===== src/rtl/pong_frame_scheduler.sv =====
// Pong frame sequencer: tick prescaler, frame counter and a paddle -> ball -> collision launch FSM.
// Optional macro SCHED_SINGLE_STEP_EN adds a step input that launches one frame while stopped.
module pong_frame_scheduler #(
  parameter int CLK_HZ      = 50_000_000,
  parameter int TICK_HZ     = 10_000,
  parameter int FRAME_TICKS = 100,
  parameter int TIMEOUT     = 1023
) (
  input  logic       clk,
  input  logic       rst,
  input  logic       run,
  input  logic [1:0] speed,
  input  logic       clr_err,
`ifdef SCHED_SINGLE_STEP_EN
  input  logic       step,
`endif
  output logic       tick,
  output logic       frame_strobe,
  output logic       paddle_start,
  input  logic       paddle_done,
  output logic       ball_start,
  input  logic       ball_done,
  output logic       coll_start,
  input  logic       coll_done,
  output logic       busy,
  output logic       overrun,
  output logic       timeout_err,
  output logic [1:0] state_dbg
);

  localparam int DIV = CLK_HZ / TICK_HZ;
  localparam int DW  = $clog2(DIV);
  localparam int FW  = (FRAME_TICKS > 1) ? $clog2(FRAME_TICKS) : 1;
  localparam int WW  = $clog2(TIMEOUT + 1);
  localparam logic [DW-1:0] DIV_LAST   = DW'(DIV - 1);
  localparam logic [FW-1:0] FRAME_LAST = FW'(FRAME_TICKS - 1);
  localparam logic [WW-1:0] WAIT_LAST  = WW'(TIMEOUT - 1);

  typedef enum logic [1:0] {
    S_IDLE   = 2'd0,
    S_PADDLE = 2'd1,
    S_BALL   = 2'd2,
    S_COLL   = 2'd3
  } state_t;

  logic [DW-1:0] div_cnt;
  logic [FW-1:0] frame_cnt;
  state_t        state_q, state_d;
  logic          first_q, first_d;
  logic [1:0]    pass_q, pass_d;
  logic [1:0]    speed_q, speed_d;
  logic [WW-1:0] wait_q;
  logic          timeout_set;
  logic          eng_done;
  logic          launch;
  logic          keep_going;

  assign tick         = (div_cnt == DIV_LAST);
  assign frame_strobe = tick && (frame_cnt == FRAME_LAST);

  always_ff @(posedge clk or posedge rst) begin
    if (rst) begin
      div_cnt   <= '0;
      frame_cnt <= '0;
    end else begin
      div_cnt <= tick ? '0 : div_cnt + 1'b1;
      if (tick) frame_cnt <= (frame_cnt == FRAME_LAST) ? '0 : frame_cnt + 1'b1;
    end
  end

`ifdef SCHED_SINGLE_STEP_EN
  logic step_launch;
  logic step_mode_q;
  assign step_launch = step && !run;
  assign launch      = (frame_strobe && run) || step_launch;
  // A stepped frame runs to completion even though run is low.
  always_ff @(posedge clk or posedge rst) begin
    if (rst)                    step_mode_q <= 1'b0;
    else if (state_q == S_IDLE) step_mode_q <= step_launch;
  end
  assign keep_going = run || step_mode_q;
`else
  assign launch     = frame_strobe && run;
  assign keep_going = run;
`endif

  // Handshake: *_start is high only in the first cycle of its state; *_done is
  // sampled from the following cycle on, and one sampled high ends the state.
  assign eng_done = ((state_q == S_PADDLE) && paddle_done) ||
                    ((state_q == S_BALL)   && ball_done)   ||
                    ((state_q == S_COLL)   && coll_done);

  always_comb begin
    state_d     = state_q;
    first_d     = 1'b0;
    pass_d      = pass_q;
    speed_d     = speed_q;
    timeout_set = 1'b0;
    case (state_q)
      S_IDLE: begin
        if (launch) begin
          state_d = S_PADDLE;
          first_d = 1'b1;
          pass_d  = '0;
          speed_d = speed;
        end
      end
      S_PADDLE, S_BALL, S_COLL: begin
        if (!first_q && eng_done) begin
          if (!keep_going)                   state_d = S_IDLE;
          else if (state_q == S_PADDLE)      state_d = S_BALL;
          else if (state_q == S_BALL)        state_d = S_COLL;
          else if (pass_q < speed_q)         state_d = S_BALL;
          else                               state_d = S_IDLE;
          if (state_q == S_COLL) pass_d = pass_q + 2'd1;
          first_d = (state_d != S_IDLE);
        end else if (wait_q == WAIT_LAST) begin
          timeout_set = 1'b1;
          state_d     = S_IDLE;
        end
      end
    endcase
  end

  always_ff @(posedge clk or posedge rst) begin
    if (rst) begin
      state_q <= S_IDLE;
      first_q <= 1'b0;
      pass_q  <= '0;
      speed_q <= '0;
      wait_q  <= '0;
    end else begin
      state_q <= state_d;
      first_q <= first_d;
      pass_q  <= pass_d;
      speed_q <= speed_d;
      wait_q  <= (first_d || state_q == S_IDLE) ? '0 : wait_q + 1'b1;
    end
  end

  // Set events take priority over a simultaneous clear.
  always_ff @(posedge clk or posedge rst) begin
    if (rst) begin
      overrun     <= 1'b0;
      timeout_err <= 1'b0;
    end else begin
      if (frame_strobe && busy) overrun <= 1'b1;
      else if (clr_err)         overrun <= 1'b0;
      if (timeout_set)          timeout_err <= 1'b1;
      else if (clr_err)         timeout_err <= 1'b0;
    end
  end

  assign busy         = (state_q != S_IDLE);
  assign paddle_start = first_q && (state_q == S_PADDLE);
  assign ball_start   = first_q && (state_q == S_BALL);
  assign coll_start   = first_q && (state_q == S_COLL);
  assign state_dbg    = state_q;

endmodule


===== config.mk =====
export PLATFORM = sky130hd
export DESIGN_NAME = pong_frame_scheduler
export DESIGN_NICKNAME = d
export VERILOG_FILES = /design/src/rtl/pong_frame_scheduler.sv
export SDC_FILE = /design/constraint.sdc
export NUM_CORES = 1
export LEC_CHECK = 0
export ABC_AREA = 1
export BUFFER_PORTS_ARGS = -buffer_cell sky130_fd_sc_hd__buf_4
export CELL_PAD_IN_SITES_DETAIL_PLACEMENT = 0
export CELL_PAD_IN_SITES_GLOBAL_PLACEMENT = 1
export CORE_UTILIZATION = 32
export CTS_BUF_LIST = sky130_fd_sc_hd__clkbuf_2 sky130_fd_sc_hd__clkbuf_4 sky130_fd_sc_hd__clkbuf_8
export DETAILED_ROUTE_END_ITERATION = 12
export GPL_TIMING_DRIVEN = 1
export PLACE_DENSITY = 0.64
export SLEW_MARGIN = 20
export SYNTH_ARGS = -nofsm -noshare
export SYNTH_HDL_FRONTEND = slang
export SYNTH_SLANG_ARGS = --single-unit
export TNS_END_PERCENT = 1

===== constraint.sdc =====
create_clock -name clk -period 1.5 [get_ports clk]
set_input_delay 0.15 -clock clk [delete_from_list [all_inputs] [get_ports clk]]
set_output_delay 0.15 -clock clk [all_outputs]
set_load 0.05 [all_outputs]

==> metrics.txt <==
clock buffer count from CTS=5; site row count=30; Register Area=980 µm²; Max VDD drop=0.341 mV; Worst Hold Depth=3; max cap viols=0; pwr dens=615 nW/µm²; H-Tree Depth=2; DP Wirelength=3550 µm; Wirelength per Cell=11.3 µm; post-synthesis sequential area ratio=42.5%; Crit. End Element=output port; fin crit share=106%; Max transition margin=about four fifths; largest net degree at the start of global routing=40; fraction of layout cells with a size suffix above 1=between 30% and 40%; flip-flop and latch count after synthesis=39; WP data arrival=between 1 and 1.5 ns; grt ovf=0; largest fanout on the critical path=3; CTS tree=done; Netlist cell types=27; Placer Congestion=between 0.7 and 0.8; cell count after synthesis=285; worst setup margin=-0.0942 ns; Port Buffers=18; root buffer cell=clkbuf_8; min Tclk post-route=1.59 ns; syn nets=304; most common cell after layout, fill and taps aside=nand2_1; drt total wl=4880 µm; Vias/cell=4.36; Crit path buffers/inverters=1; # fillers=702; Most used DFF post-synth=dfrtp_1; P&R area growth vs syn=29.6%; Die Y-Extent=around 87 µm; kind of critical path=flop to output port; CTS sink cnt=39; vias post-DR=1882; Least-Margin Pin Slew=0.298 ns; Hold WS=0.0922 ns; ANT cells=0; Die ar.=between 7000 and 8000 µm²; clock-pin slew of the registers on the worst-case setup and hold paths=about 0.090 ns; I/O pin cnt=19; cells along the critical path=nor4_4 -> nand3_2 -> nor2_4 -> buf_6; Starting Density=33.4%; initial antenna violation count=0; Worst Reg-to-Reg Cells=10; Pre-Repair DR Iteration Count=4; Post-synth EDFFs=0; Overall Global Routing Usage=14.6%; Setup TNS=-0.242 ns; CP max stage delay=between 0.4 and 0.5 ns; Slowest-stage cell, CP=dfrtp_2; clk buf depth=2; die width=86.7 µm; Clock Skews=0.00458 ns; Ys Warns=0; max-slew violations=0; Crit path max-delay family=simple AND/OR/NAND/NOR gates; RSZ-0062 raised after global routing=yes; number of global-route vias before repair=1903; Finished Core Util=43.3%; P_leak=1.39 nW; multi-input logic area=1210 µm²; setup violators final=4; antenna viol nets, final=0; failing checks=setup timing; f_max=627 MHz; global-route wire length before repair=8640 µm; Skew-Pair Late Insertion Delay=0.29 ns; Worst Path Required=1.35 ns; Non-Filler Instances=432; Final Hold Violating Endpoints=0; Iteration-0 DRC Markers=42; CP Launch Type=flop; nets=354; asr flop ratio synth=100%; synthesized cell area=2290 µm²; # DRC=0; Worst Hold Class=input port to flop; most frequent cells in the layout=nand2_1, inv_1, dfrtp_1; Stages on worst setup path=4; Placed Cells=415; outcome=finished with violations; Setup WS pre-CTS=-0.0140 ns; Syn Area/Cell=8.05 µm²; Core Region=6870 µm²
routing by layer:
metal | wire [µm] | GRT usage [%]
met5 | 0 | 0
met4 | 31 | 2.73
met3 | 108 | 2.86
met2 | 2330 | 24.7
met1 | 2410 | 19.4
worst min-delay path, stage by stage:
cell and delay [ns]:
buf_4 0.10, inv_1 0.04, o21ai_1 0.06
synth_stat cells, types with 2 or more instances:
library cell / instances / area share [%]
ha_1: 10 / 5.5
nor2_4: 6 / 2.9
nand2_2: 6 / 1.6
nand3_2: 3 / 1.3
inv_1: 45 / 7.4
xnor2_1: 4 / 1.5
dfrtp_1: 39 / 43
a21oi_1: 7 / 1.5
nor3_1: 5 / 1.1
nor2_2: 15 / 4.1
nand3_1: 20 / 4.4
o21ai_0: 7 / 1.5
nand4_1: 6 / 1.6
clkinv_2: 2 / 0.44
nand2_1: 62 / 10
inv_2: 6 / 0.98
xor2_1: 8 / 3.1
or2_2: 3 / 0.82
o21ai_1: 3 / 0.65
nor2_1: 21 / 3.4
cells by family after synthesis:
group / share of synthesized area [%]
AOI/OAI and AO/OA: 4.42
xor gates and xnor gates: 4.58
adders and majority gates: 5.45
buffers and inverters: 8.78
DFF: 42.5
and+or+nand+nor: 34.2
cell type report:
type	instances	share of cell area [%]
clock inverter	3	0.673
multi-input combinational	193	40.7
timing repair buffer	43	12.2
tap	96	4.04
inverter	53	7.07
sequential	39	32.9
clock buffer	5	2.31
sequential cells by signal, summed over array words and instances (netlist names):
signal,count
wait_q,10
first_q,1
div_cnt,13
state_dbg,2
frame_cnt,7
pass_q,2
timeout_err,1
overrun,1
speed_q,2
per-stage QoR:
step	power (W)	instance area (µm²)
floorplan	0.00109	2320
global placement	0.00112	2710
detailed placement	0.00112	2710
CTS	0.00187	2940
global route	0.00190	2970
finish	0.00183	2970
where the power goes:
group | switching [W] | internal, W
registers | 0.0000000000000000000517 | 0.00105
logic | 0.0000298 | 0.0000212
clock network | 0.000404 | 0.000324
worst paths after layout:
path	end	startpoint	slack, ns
min	speed_q[0]	speed[0]	0.09
min reg2reg	wait_q[0]	wait_q[0]	0.49
max reg2reg	div_cnt[10]	div_cnt[0]	0
max in group asynchronous	div_cnt[6]	rst	0.82
max	frame_strobe	div_cnt[6]	-0.09
min in group asynchronous	timeout_err	rst	0.47
what timing repair did:
action / in CTS / in global routing
pin swaps: 7 / 10
endpoints found under the hold margin: 39 / 0
hold buffers: 1 / 0
buffers inserted: 8 / 0
endpoints found under the setup margin: 21 / 33
resized for setup: 17 / 12
Note: power is estimated with default switching activity, not from simulation.
